[src/rtl/cia_share_arb.sv]
// cia_share_arb: round-robin arbiter/sequencer sharing one carry-increment adder between two requesters.
// Build macro CIA_SAT_EN: when defined, rsp_sum saturates to all-ones on carry-out.

module CIA_01 #(
  parameter int unsigned N = 16
) (
  input  logic [N-1:0] a,
  input  logic [N-1:0] b,
  input  logic         cin,
  output logic [N-1:0] sum,
  output logic         cout
);
  localparam int unsigned BW = 4;
  localparam int unsigned NB = (N + BW - 1) / BW;
  localparam int unsigned W  = NB * BW;

  logic [W-1:0] ap, bp, sp;
  logic [NB:0]  c;
  logic [W:0]   full;

  assign ap   = W'(a);
  assign bp   = W'(b);
  assign c[0] = cin;

  for (genvar g = 0; g < NB; g++) begin : g_blk
    logic [BW:0] s0, s1;
    // each block precomputes sum and sum+1; the incoming carry only selects
    assign s0 = {1'b0, ap[g*BW +: BW]} + {1'b0, bp[g*BW +: BW]};
    assign s1 = s0 + (BW+1)'(1);
    assign sp[g*BW +: BW] = c[g] ? s1[BW-1:0] : s0[BW-1:0];
    assign c[g+1]         = c[g] ? s1[BW]     : s0[BW];
  end

  // carry out of bit N-1 sits in the padded sum when N is not a block multiple
  assign full = {c[NB], sp};
  assign sum  = full[N-1:0];
  assign cout = full[N];
endmodule

module cia_share_arb #(
  parameter int unsigned N = 16
) (
  input  logic         clk,
  input  logic         rst_n,
  input  logic         req0_valid,
  output logic         req0_ready,
  input  logic [N-1:0] req0_a,
  input  logic [N-1:0] req0_b,
  input  logic         req0_cin,
  input  logic         req1_valid,
  output logic         req1_ready,
  input  logic [N-1:0] req1_a,
  input  logic [N-1:0] req1_b,
  input  logic         req1_cin,
  output logic         rsp0_valid,
  input  logic         rsp0_ready,
  output logic         rsp1_valid,
  input  logic         rsp1_ready,
  output logic [N-1:0] rsp_sum,
  output logic         rsp_cout,
  output logic         busy
);
  typedef enum logic [1:0] {IDLE, CALC, RESP} state_t;

  state_t       state;
  logic         rr;
  logic         id;
  logic         grant;
  logic [N-1:0] op_a, op_b;
  logic         op_cin;
  logic [N-1:0] add_sum, res_sum;
  logic         add_cout;

  // single valid wins outright; contention goes to the round-robin pointer
  always_comb begin
    grant = 1'b0;
    if (req0_valid && req1_valid) grant = rr;
    else                          grant = req1_valid;
  end

  assign req0_ready = rst_n && (state == IDLE) && !grant && req0_valid;
  assign req1_ready = rst_n && (state == IDLE) &&  grant && req1_valid;
  assign rsp0_valid = (state == RESP) && !id;
  assign rsp1_valid = (state == RESP) &&  id;
  assign busy       = (state != IDLE);

  CIA_01 #(.N(N)) u_cia (
    .a    (op_a),
    .b    (op_b),
    .cin  (op_cin),
    .sum  (add_sum),
    .cout (add_cout)
  );

`ifdef CIA_SAT_EN
  assign res_sum = add_cout ? '1 : add_sum;
`else
  assign res_sum = add_sum;
`endif

  // sequencer: capture operands, register adder result, hold until consumed
  always_ff @(posedge clk or negedge rst_n) begin
    if (!rst_n) begin
      state    <= IDLE;
      rr       <= 1'b0;
      id       <= 1'b0;
      op_a     <= '0;
      op_b     <= '0;
      op_cin   <= 1'b0;
      rsp_sum  <= '0;
      rsp_cout <= 1'b0;
    end else begin
      case (state)
        IDLE: begin
          if (req0_ready || req1_ready) begin
            op_a   <= grant ? req1_a   : req0_a;
            op_b   <= grant ? req1_b   : req0_b;
            op_cin <= grant ? req1_cin : req0_cin;
            id     <= grant;
            state  <= CALC;
          end
        end
        CALC: begin
          rsp_sum  <= res_sum;
          rsp_cout <= add_cout;
          state    <= RESP;
        end
        RESP: begin
          if (id ? rsp1_ready : rsp0_ready) begin
            rr    <= ~id;
            state <= IDLE;
          end
        end
        default: state <= IDLE;
      endcase
    end
  end
endmodule

[config.mk]
export PLATFORM = sky130hd
export DESIGN_NAME = cia_share_arb
export DESIGN_NICKNAME = d
export VERILOG_FILES = /design/src/rtl/cia_share_arb.sv
export SDC_FILE = /design/constraint.sdc
export NUM_CORES = 1
export LEC_CHECK = 0
export BUFFER_PORTS_ARGS = -buffer_cell sky130_fd_sc_hd__buf_2
export CAP_MARGIN = 30
export CORE_MARGIN = 2
export CORE_UTILIZATION = 49
export CTS_BUF_LIST = sky130_fd_sc_hd__clkbuf_4
export DETAILED_ROUTE_END_ITERATION = 7
export PLACE_DENSITY = 0.84
export SETUP_SLACK_MARGIN = 0.15
export SKIP_LAST_GASP = 1
export SLEW_MARGIN = 20
export SYNTH_ARGS = -nofsm -noshare
export SYNTH_HDL_FRONTEND = slang
export SYNTH_SLANG_ARGS = --single-unit
[constraint.sdc]
create_clock -name clk -period 2.6 [get_ports clk]
set_input_delay 0.52 -clock clk [delete_from_list [all_inputs] [get_ports clk]]
set_output_delay 0.52 -clock clk [all_outputs]
set_load 0.02 [all_outputs]
== Word level (Yosys, flattened, before mapping) ==
Cells that the tools add are included.

* Flip-flop bits (word level): 54
* Bits of input ports: 72
* Output and inout port bits: 22
* Logic and storage cells: 53

* $add $sub $neg: 8
* Eq/ne operators: 4
* Muxes and demuxes: 16
* Bitwise operators: 1
* Reduce and logical (&&, ||, !) cells: 16

{| class="wikitable"
|+ Operators with widths
! kind !! count
|-
| two-way mux 16 bit || 2
|-
| adder 4 x 4 -> 5 bit || 4
|-
| adder 5 x 1 -> 5 bit (second input constant) || 4
|-
| two-way mux 4 bit || 4
|-
| logical AND 1 bit || 8
|-
| two-way mux 1 bit || 7
|-
| case mux 2 bit (3 select lines) || 1
|-
| AND reduction 2 bit || 3
|-
| two-way mux 2 bit || 2
|-
| != test 2 x 1 -> 1 bit (second input constant) || 2
|-
| equality test 2 x 1 -> 1 bit (second input constant) || 1
|-
| equality test 2 bit (second input constant) || 1
|-
| logical NOT 1 bit || 2
|-
| logical NOT 2 bit || 1
|-
| nonzero test 2 bit || 1
|-
| logical OR 1 bit || 1
|-
| inverter 1 bit || 1
|}

== Longest topological paths before layout ==
Gate-level depths: netlist of the first run.

* Depth after elaboration: 8
* Gate-level depth with buffers: 13
* Gate-level depth less buffers: 13

== Hierarchy ==
A second synthesis of the first run with hierarchy kept.

* Cell total of the unflattened synthesis: 351
* Area total of the unflattened synthesis: 3443.3 um^2

{| class="wikitable"
|+ Modules (own cells, without submodules)
! module !! instances !! cells each !! area an instance (um^2) !! sequential area each (um^2)
|-
| cia_share_arb || 1 || 238 || 2453.6 || 1351.3
|-
| CIA_01 || 1 || 113 || 989.7 || 0.0
|}

== Worst setup path before layout of the first run ==
No wires, ideal clock.

* Kind: reg2reg
* Start: register op_a[0]
* End: register rsp_sum[14]
* Library setup time: 92 ps
* Arrival time: 2811 ps
* Data required time: 2508 ps
* Slack: -303 ps
* Cell stages (with the launch flop): 14
* Path buffers: 0
* Clock period less this slack: 2903 ps
* Cell sequence: dfrtp_1 ha_1 inv_1 fa_1 inv_1 ha_1 nand2_1 nor3_1 mux2_4 mux2i_4 mux2i_1 a211oi_4 and3_1 o31ai_2

* Cells in the longest elaborated chain, start to end: 6

{| class="wikitable"
|+ Ends and longest elaborated chain
! element !! RTL line !! text
|-
| from (decl) || 69 || <nowiki>logic [N-1:0] op_a, op_b;</nowiki>
|-
| from (signal assigned) || 116 || <nowiki>op_a <= grant ? req1_a : req0_a;</nowiki>
|-
| adder 4 x 4 -> 5 bit (*) || 28 || <nowiki>assign s0 = {1'b0, ap[g*BW +: BW]} + {1'b0, bp[g*BW +: BW]};</nowiki>
|-
| adder 5 x 1 -> 5 bit || 29 || <nowiki>assign s1 = s0 + (BW+1)'(1);</nowiki>
|-
| two-way mux 1 bit (*) (3 in a row) || 31 || <nowiki>assign c[g+1] = c[g] ? s1[BW] : s0[BW];</nowiki>
|-
| two-way mux 4 bit (*) || 30 || <nowiki>assign sp[g*BW +: BW] = c[g] ? s1[BW-1:0] : s0[BW-1:0];</nowiki>
|-
| to (signal assigned) || 124 || <nowiki>rsp_sum <= res_sum;</nowiki>
|-
| to (decl) || 59 || <nowiki>output logic [N-1:0] rsp_sum,</nowiki>
|}

Every way passes the cells marked *; elsewhere a longest branch is shown, timed or not.
A chain may end at the register's enable or synchronous reset.

== Final worst setup path of the first run ==
* Start: register op_a[8]
* End: register rsp_sum[14]

* Cells in the longest elaborated chain, start to end: 4

{| class="wikitable"
|+ Ends and longest elaborated chain
! element !! RTL line
|-
| adder 4 x 4 -> 5 bit (*) || 28
|-
| adder 5 x 1 -> 5 bit || 29
|-
| two-way mux 1 bit (*) || 31
|-
| two-way mux 4 bit (*) || 30
|}

Marked as above.

==> results of run 1 <==
==> worst max-delay path, stage by stage, from the launching register on <==
cell and delay, ns:
dfrtp_1 0.41, ha_1 0.23, fa_1 0.52, ha_2 0.19, nand2_1 0.06, mux2_2 0.34
or4_4 0.45, a31oi_4 0.22, a211oi_4 0.10, and3_1 0.21, o31ai_2 0.22
==> kinds of logic after synthesis <==
logic type | Yosys count | share of synthesized area [%]
compound gates | 80 | 14.63
xor+xnor | 20 | 5.686
mux | 41 | 12.87
buf+inv | 27 | 3.068
simple gates | 98 | 13.47
fa+ha+maj | 24 | 9.877
flops | 54 | 40.40
==> cells in the mapped netlist <==
cell / count / share of area [%]
nand2_1: 28 / 3.1
o21a_1: 1 / 0.22
mux2_2: 2 / 0.67
nand2b_1: 5 / 0.94
buf_1: 5 / 0.56
mux2_4: 1 / 0.45
a21oi_2: 2 / 0.52
o21ai_1: 5 / 0.75
and2_1: 1 / 0.19
nor3b_1: 1 / 0.22
o311ai_1: 1 / 0.26
or4_1: 1 / 0.22
mux2i_4: 1 / 0.67
clkbuf_1: 10 / 1.1
nand3_1: 4 / 0.60
ha_1: 20 / 7.5
nor4b_1: 1 / 0.26
inv_1: 11 / 1.2
mux2i_1: 37 / 11
buf_2: 1 / 0.15
and4bb_4: 1 / 0.49
a2111oi_2: 1 / 0.45
a21oi_1: 42 / 6.3
or2_2: 1 / 0.19
nand4b_1: 1 / 0.26
nor2b_1: 4 / 0.75
o41a_1: 1 / 0.34
nor2_1: 39 / 4.4
a21boi_1: 1 / 0.22
a31oi_4: 1 / 0.64
dfrtp_1: 54 / 40
o21ai_0: 16 / 2.4
nand4_1: 1 / 0.19
xnor2_1: 14 / 3.7
and3_1: 4 / 0.75
a211oi_4: 1 / 0.60
xor2_1: 4 / 1.0
o31ai_2: 1 / 0.37
xor2_2: 2 / 0.97
nor3_1: 6 / 0.90
a21o_1: 7 / 1.6
fa_1: 4 / 2.4
==> sequential cells by signal, indices dropped and copies added (netlist names) <==
| name | cells |
|---|---|
| op_a | 16 |
| op_b | 16 |
| rsp_sum | 16 |
| state | 2 |
| id | 1 |
| op_cin | 1 |
| rr | 1 |
| rsp_cout | 1 |
==> stage by stage <==
step                area, sq um  setup TNS (ns)
floorplan                  3377          -1.229
global placement           4081          -1.834
detailed placement         4081          -3.072
CTS                        4238          -3.324
global route               4324          -5.340
finish                     4324          -3.667
==> area by class of cell <==
| type | count | area share (%) |
|---|---|---|
| inverter | 11 | 0.9549 |
| sequential | 54 | 31.25 |
| clock buffer | 5 | 0.8681 |
| clock inverter | 3 | 1.013 |
| multi-input combinational | 263 | 46.50 |
| timing repair buffer | 128 | 17.10 |
| tap | 80 | 2.315 |
==> final timing paths <==
check	from	to	slack, ns	cells after the start
worst min register to register	rsp_sum[6]	rsp_sum[6]	0.49	2
worst max register to register	op_a[8]	rsp_sum[14]	-0.41	10
max in group asynchronous	rst_n	op_b[1]	1.88	2
worst max-delay path	op_a[8]	rsp_sum[14]	-0.41	10
min in group clk	rsp1_ready	rr	0.41	4
worst min-delay path	rst_n	op_a[2]	0.27	2
==> power by group <==
part | internal (mW) | switching (mW)
Clock | 0.205 | 0.276
Sequential | 1.24 | 0.282
Combinational | 2.47 | 2.71
Total | 3.91 | 3.27
==> metal layers <==
metal | part of all wire [%] | global-route usage, % | up-vias
li1 | - | - | 1428
met1 | 44 | 27.25 | 1334
met2 | 50 | 34.55 | 92
met3 | 5.0 | 4.095 | 13
met4 | 1.6 | 7.244 | 0
met5 | 0 | 0 | -
==> timing repair <==
item | 4_1_cts | 5_1_grt
resized for setup | 10 | 12
pin swaps | 10 | 11
endpoints found under the hold margin | 0 | 0
setup endpoints to repair | 13 | 13
buffers inserted | 5 | 4
==> impl_metrics.csv, run 1 <==
group,metric,value,unit
die,rows,30,
layout,multiInputGateArea,2011,sq um
routing,first_iter_violations,133,
die,core_area,6681,sq um
grt,overflow,0,
grt,grt_first_pass_wirelength,12430,microns
layout,utilization,64.72,%
timing,fin_worst_skew,0.004314,ns
timing,fin_crit_sh,115.9,%
worst_setup_path,crit_path_end_kind,"flop",
synthesis,synth_nets,440,
worst_setup_path,path_max_fanout,6,
timing,slew_headroom,55.37,%
timing,fin_crit,3.013,ns
layout,nets,559,
placement,place_ws,-0.4314,ns
cts,clockRootBuffer,"clkbuf_4",
routing,wl_per_cell,14.35,microns
power_and_ir_drop,power_density,1660,nW/um^2
layout,drive_gt1_share,36.42,%
timing,finalSetupViolations,13,
cts,clk_pin_slew,0.16,ns
timing,finalHoldViolCount,0,
die,initial_core_util,50.06,%
timing,holdWs,0.2668,ns
synthesis,avgSynthCellArea,9.722,sq um
placement,place_inst,526,
worst_setup_path,worstSetupStartpointType,"flop",
die,fp.dieH,86.62,microns
power_and_ir_drop,peakVddDrop,0.7314,mV
synthesis,synth_area,3344,sq um
die,pin_count,94,
layout,seqCellArea,1351,sq um
die,die_area,7502,sq um
routing,antenna_left,0,
cts,cts_tree,"yes",
timing,setup_ws,-0.4128,ns
power_and_ir_drop,p_leak,2.130,nW
cts,clockBufferDepth,2,
layout,antenna_cells,0,
routing,vias_per_cell,5.270,
timing,rsz0062_at_grt,"true",
grt,antenna_found_initial,0,
timing,final-max-slew-violation-count,0,
grt,grt_max_degree,68,
timing,max_clock_freq,331.9,MHz
routing,drtPass1Iterations,4,
synthesis,ys_ff_latch,54,
layout,layout_commonest_cell,"buf_2",
power_and_ir_drop,finalPower,7.177,mW
die,die_w,86.62,microns
timing,worst_slew_pin_slew,0.6695,ns
cts,hold_buffers,0,
hold_path,hp-class,"in -> async",
cts,clkSinkCount,54,
cts,numCtsBuffers,5,
worst_setup_path,critPathKind,"reg -> reg",
synthesis,synth_cell_type_count,42,
worst_setup_path,required,2.91,ns
status,violations,"setup timing",
routing,via_count,2867,
job,maxCapViolations,0,
routing,drc,0,
layout,finalNonFillerCells,544,
worst_setup_path,cp_data_arrival_time,3.32,ns
grt,first_global_vias,2763,
placement,place_congestion,0.8484,
status,status,"complete, but fails checks",
cts,clk_latency,0.38,ns
layout,area_delta_synth_final,29.29,%
layout,n_fill_cell,529,
routing,wirelength,7805,microns
placement,hpwlAfterDp,5514,microns
synthesis,synth_cells,344,
placement,numPortBuffers,93,
grt,track_usage,20.81,%
layout,layout_common_cells,"buf_2 (93), dfrtp_1 (54), a21oi_1 (41)",
synthesis,yosys_warnings,0,
cts,h-tree-depth,2,
synthesis,yosysSeqAreaShare,40.40,%
Note: power is estimated with default switching activity, not from simulation.
==> inputs of run 2 (changes only) <==
- MAX_ROUTING_LAYER: unset -> met4
- PLACE_DENSITY: 0.84 -> 0.83
- SYNTH_HIERARCHICAL: unset -> 1
==> impl_metrics.csv, run 2 <==
group,metric,value,unit
cts,clkSinkCount,54,
synthesis,yosys.area_share.simple,6.068,%
grt,grt_max_degree,55,
synthesis,synth_compound_area_share,15.59,%
routing,wl_per_cell,14.51,microns
timing,fin_crit_sh,123.2,%
synthesis,synth_top_area_cell,"dfrtp_1",
synthesis,yosys_warnings,6,
die,pin_count,94,
worst_setup_path,crit_path_end_kind,"flop",
cts,clk_pin_slew,0.16,ns
layout,reg_top3,"op_a: 16 flops, op_b: 16 flops, rsp_sum: 16 flops",
cts,clockRootBuffer,"clkbuf_4",
layout,n_fill_cell,524,
timing,slew_headroom,47.61,%
routing,via_count,3075,
timing,setup_tns,-6.179,ns
timing,max_clock_freq,312.2,MHz
die,die_area,7714,sq um
die,fp.dieH,87.83,microns
die,core_area,6794,sq um
grt,grt_first_pass_wirelength,13790,microns
power_and_ir_drop,peakVddDrop,0.6207,mV
cts,hold_buffers,0,
worst_setup_path,path_max_fanout,3,
worst_setup_path,reg2reg_from,"op_a[0]",
routing,vias_per_cell,5.339,
timing,fin_crit,3.203,ns
worst_setup_path,critPathKind,"reg -> reg",
die,rows,30,
synthesis,ys_async_sr_fraction,100.0,%
timing,setup_ws,-0.6030,ns
cts,h-tree-depth,2,
synthesis,ys_ff_latch,54,
die,initial_core_util,50.68,%
synthesis,synth_area,3443,sq um
synthesis,synth_cell_type_count,40,
timing,holdWs,0.2994,ns
die,die_w,87.83,microns
placement,place_inst,557,
status,status,"complete, but fails checks",
routing,first_iter_violations,347,
timing,finalSetupViolations,13,
worst_setup_path,worstSetupStartpointType,"flop",
layout,nets,575,
placement,place_congestion,0.8483,
timing,final-max-slew-violation-count,0,
synthesis,synthTopCellsByCount,"inv_1 (108), dfrtp_1 (54), a222oi_1 (33)",
timing,worst_slew_pin_slew,0.7857,ns
placement,numPortBuffers,93,
worst_setup_path,r2r_slack,-0.60,ns
synthesis,synth_top_family_by_area,"compound AO/OA/AOI/OAI gates",
timing,rsz0062_at_grt,"true",
synthesis,synth_fa_ha_area_share,9.593,%
worst_setup_path,reg2regPathDepth,13,
synthesis,synth_area_leaders,"dfrtp_1 (39%), inv_1 (12%), a222oi_1 (9.6%)",
layout,layout_commonest_cell,"inv_1",
synthesis,synth_cells,351,
layout,antenna_cells,0,
worst_setup_path,r2r-end,"rsp_sum[13]",
synthesis,yosysSeqAreaShare,39.24,%
synthesis,synth_xor_area_share,6.323,%
layout,area_delta_synth_final,28.92,%
layout,finalNonFillerCells,576,
cts,clk_latency,0.37,ns
synthesis,yosys_most_used_dff,"dfrtp_1",
synthesis,synth_nets,447,
placement,hpwlAfterDp,6004,microns
routing,wirelength,8356,microns
synthesis,muxShareOfSynthArea,8.503,%
worst_setup_path,cp_data_arrival_time,3.48,ns
status,violations,"DRC, setup timing",
synthesis,synth_edf_count,0,
layout,fin_area,4439,sq um
routing,drc,4,
worst_setup_path,required,2.87,ns
layout,layout_common_cells,"inv_1 (106), buf_2 (93), dfrtp_1 (54)",
power_and_ir_drop,finalPower,7.088,mW
cts,clockBufferDepth,2,
grt,first_global_vias,3118,
power_and_ir_drop,power_density,1597,nW/um^2
hold_path,hp-class,"in -> async",
synthesis,synth.most_common_cell,"inv_1",
job,maxCapViolations,0,
routing,drtPass1Iterations,8,
layout,drive_gt1_share,37.50,%
placement,place_area,4190,sq um
timing,finalHoldViolCount,0,
grt,antenna_found_initial,0,
timing,fin_worst_skew,0.01439,ns
grt,track_usage,23.26,%
routing,antenna_left,0,
cts,cts_tree,"yes",
grt,overflow,0,
synthesis,avgSynthCellArea,9.810,sq um
cts,numCtsBuffers,5,
synthesis,synth_top_cell_area_share,39.24,%
power_and_ir_drop,p_leak,2.505,nW
-- run 2: changes by cell type in the layout (fill, tap and decap cells not counted), moves of 11 or more --
cell	change
mux2i_1	-33
a21oi_1	-29
a222oi_1	+33
mux2_2	+11
nor2_1	-33
inv_1	+97
nand2_1	-20
-- run 2: area by class of cell --
class	instances	area, sq um	area share [%]
multi-input combinational	175	1689	38.05
timing repair buffer	135	814.5	18.35
sequential	54	1351	30.44
clock buffer	5	37.54	0.8455
tap	96	120.1	2.706
clock inverter	3	21.27	0.4791
inverter	108	405.4	9.132
-- run 2: worst max-delay path by stage --
stage                     startpoint     endpoint  depth (start not counted)
after floorplan              op_b[0]  rsp_sum[13]                         13
after global placement       op_b[0]  rsp_sum[13]                         13
after CTS                    op_a[0]  rsp_sum[13]                         13
final                        op_a[0]  rsp_sum[13]                         13
after global routing         op_a[0]  rsp_sum[15]                         14
after detailed placement     op_b[0]  rsp_sum[15]                         14
-- run 2: worst max-delay path, cell delays in order (launching register included) --
cell     delay [ns]
dfrtp_1        0.41
ha_2           0.21
inv_2          0.04
fa_1           0.45
inv_2          0.09
ha_4           0.15
nand2_4        0.06
a311o_1        0.27
nand2_1        0.08
a311o_1        0.29
mux2i_4        0.34
xnor2_2        0.16
mux2_4         0.31
mux2_2         0.25
-- run 2: routing by layer --
layer	part of all wire, %	GRT usage (%)
met1	42	28.78
met2	50	39.53
met3	6.2	3.110
met4	1.7	7.273
met5	0	-
-- run 2: timing repair --
action                                 in CTS  in global routing
buffers inserted                           11                  0
resized for setup                          16                 10
pin swaps                                   9                  6
endpoints found under the hold margin       0                  0
setup endpoints to repair                  13                 14
-- run 2: through the flow --
step | util (%) | setup WS, ns
detailed placement | 61.68 | -0.5881
floorplan | - | -0.4608
global route | 65.34 | -0.6903
CTS | 64.77 | -0.5773
finish | 65.34 | -0.6030
global placement | 61.68 | -0.4628
-- run 2: cell families (layout without fill, tap and decap cells) --
| family | after synthesis | after routing |
|---|---|---|
| buffers and inverters | 122 | 251 |
| AOI/OAI and AO/OA | 65 | 65 |
| DFF | 54 | 54 |
| and+or+nand+nor | 37 | 37 |
| muxes | 25 | 25 |
| adders and majority gates | 24 | 24 |
| xor gates and xnor gates | 24 | 24 |
-- run 2: where the power goes --
part / total [mW] / switching, mW / internal [mW] / leakage (nW)
combinational: 5.15 / 2.43 / 2.72 / 1.87
sequential: 1.56 / 0.305 / 1.25 / 0.604
clock: 0.378 / 0.272 / 0.106 / 0.0312
==> inputs of run 3 (changes only) <==
- PLACE_DENSITY: 0.83 -> 0.79
==> impl_metrics.csv, run 3 (synthesized netlist as in run 2, its figures left out) <==
group,metric,value,unit
status,status,"complete, but fails checks",
status,violations,"setup timing",
worst_setup_path,critPathKind,"reg -> reg",
routing,drtPass1Iterations,8,
layout,area_delta_synth_final,31.98,%
die,pin_count,94,
cts,cts_tree,"yes",
routing,antenna_left,0,
hold_path,hp-class,"in -> async",
grt,grt_first_pass_wirelength,13900,microns
timing,max_clock_freq,313.7,MHz
grt,grt_max_degree,55,
job,maxCapViolations,0,
placement,place_ws,-0.5789,ns
worst_setup_path,path_max_fanout,3,
placement,numPortBuffers,93,
timing,setup_ws,-0.5876,ns
timing,rsz0062_at_grt,"true",
worst_setup_path,startpoint,"op_a[0]",
timing,holdWs,0.2458,ns
routing,first_iter_violations,424,
routing,vias_per_cell,5.256,
cts,clk_pin_slew,0.16,ns
routing,wirelength,9048,microns
placement,hpwlAfterDp,5994,microns
timing,finalSetupViolations,13,
power_and_ir_drop,power_density,1638,nW/um^2
layout,reg_top3,"op_a: 16 flops, op_b: 16 flops, rsp_sum: 16 flops",
cts,clockBufferDepth,2,
die,rows,30,
worst_setup_path,required,2.91,ns
die,die_area,7714,sq um
layout,antenna_cells,0,
grt,first_global_vias,3037,
timing,slew_headroom,53.95,%
layout,fin_area,4544,sq um
layout,drive_gt1_share,39.67,%
worst_setup_path,crit_path_end_kind,"flop",
timing,fin_crit,3.188,ns
cts,numCtsBuffers,5,
timing,fin_crit_sh,122.6,%
routing,via_count,3075,
worst_setup_path,reg2reg_from,"op_a[0]",
timing,worst_slew_pin_slew,0.6907,ns
worst_setup_path,worstSetupStartpointType,"flop",
power_and_ir_drop,peakVddDrop,0.5793,mV
timing,final-max-slew-violation-count,0,
worst_setup_path,r2r_slack,-0.59,ns
worst_setup_path,cp-endpoint,"rsp_cout",
timing,fin_worst_skew,0.01279,ns
worst_setup_path,r2r-end,"rsp_cout",
layout,n_fill_cell,503,
cts,clkSinkCount,54,
layout,layout_common_cells,"inv_1 (106), buf_2 (93), dfrtp_1 (54)",
die,core_area,6794,sq um
cts,clk_latency,0.40,ns
layout,nets,584,
layout,finalNonFillerCells,585,
routing,wl_per_cell,15.47,microns
die,initial_core_util,50.68,%
die,die_w,87.83,microns
die,fp.dieH,87.83,microns
placement,place_inst,556,
grt,antenna_found_initial,0,
cts,clockRootBuffer,"clkbuf_4",
grt,overflow,0,
timing,finalHoldViolCount,0,
placement,place_area,4183,sq um
grt,track_usage,23.98,%
worst_setup_path,cp_data_arrival_time,3.49,ns
placement,place_congestion,0.8419,
worst_setup_path,reg2regPathDepth,14,
layout,layout_commonest_cell,"inv_1",
routing,drc,0,
cts,h-tree-depth,2,
power_and_ir_drop,p_leak,2.560,nW
==> run 3: cell count changes in the layout (fill, tap and decap cells not counted), sizes merged <==
| cell | delta |
|---|---|
| buf | +9 |
| inv | +2 |
| clkinvlp | -1 |
| clkinv | -2 |
| bufinv | +1 |
==> run 3: per-stage QoR <==
step                      total power [mW]  setup TNS [ns]  utilization (%)
after CTS                            6.963          -4.882            65.18
after global placement               5.816          -3.154            61.57
final                                7.444          -6.441            66.89
after global routing                 7.988          -7.968            66.89
after detailed placement             5.993          -4.077            61.57
after floorplan                      4.682          -2.490                -
==> run 3: worst min-delay path by stage <==
stage	to	cells past startpoint	start
floorplan	id	0	rst_n
global placement	rsp_sum[2]	1	rsp_sum[2]
detailed placement	rsp_sum[2]	1	rsp_sum[2]
CTS	op_a[14]	2	rst_n
global route	op_a[14]	2	rst_n
finish	op_a[2]	2	rst_n
==> run 3: cell type report <==
cell class	count	area [sq um]	share of cell area (%)
Clock buffer	5	37.54	0.8260
Clock inverter	3	47.55	1.046
Multi-Input combinational cell	175	1708	37.58
Tap cell	96	120.1	2.643
Timing Repair Buffer	144	874.6	19.25
Sequential cell	54	1351	29.74
Inverter	108	405.4	8.921
==> run 3: routing by layer <==
| metal | track usage, % | wire length, microns | vias to the layer above |
|---|---|---|---|
| met1 | 28.80 | 3714 | 1453 |
| met2 | 40.77 | 4514 | 149 |
| met5 | - | 0 | - |
| li1 | - | - | 1450 |
| met3 | 2.922 | 573 | 23 |
| met4 | 9.930 | 246 | 0 |
==> run 3: critical path, stage by stage (launching register included) <==
cell     delay [ns]
dfrtp_1        0.42
ha_2           0.20
inv_2          0.06
fa_1           0.43
inv_2          0.09
ha_4           0.13
nand2_4        0.06
a311o_1        0.27
nand2_1        0.09
a311o_1        0.27
mux2i_4        0.33
buf_6          0.16
mux2i_2        0.22
xor2_1         0.09
mux2_4         0.27
==> run 3: where the power goes <==
| group | internal, mW | total, mW | switching [mW] |
|---|---|---|---|
| clock network | 0.210 | 0.504 | 0.295 |
| registers | 1.25 | 1.54 | 0.289 |
| logic | 2.80 | 5.40 | 2.60 |
| total | 4.26 | 7.44 | 3.18 |
==> run 3: what timing repair did <==
item / in CTS / in global routing
endpoints found under the setup margin: 13 / 13
hold buffers: 0 / 0
pin swaps: 8 / 8
setup buffers: 14 / 6
gates resized for setup: 15 / 13
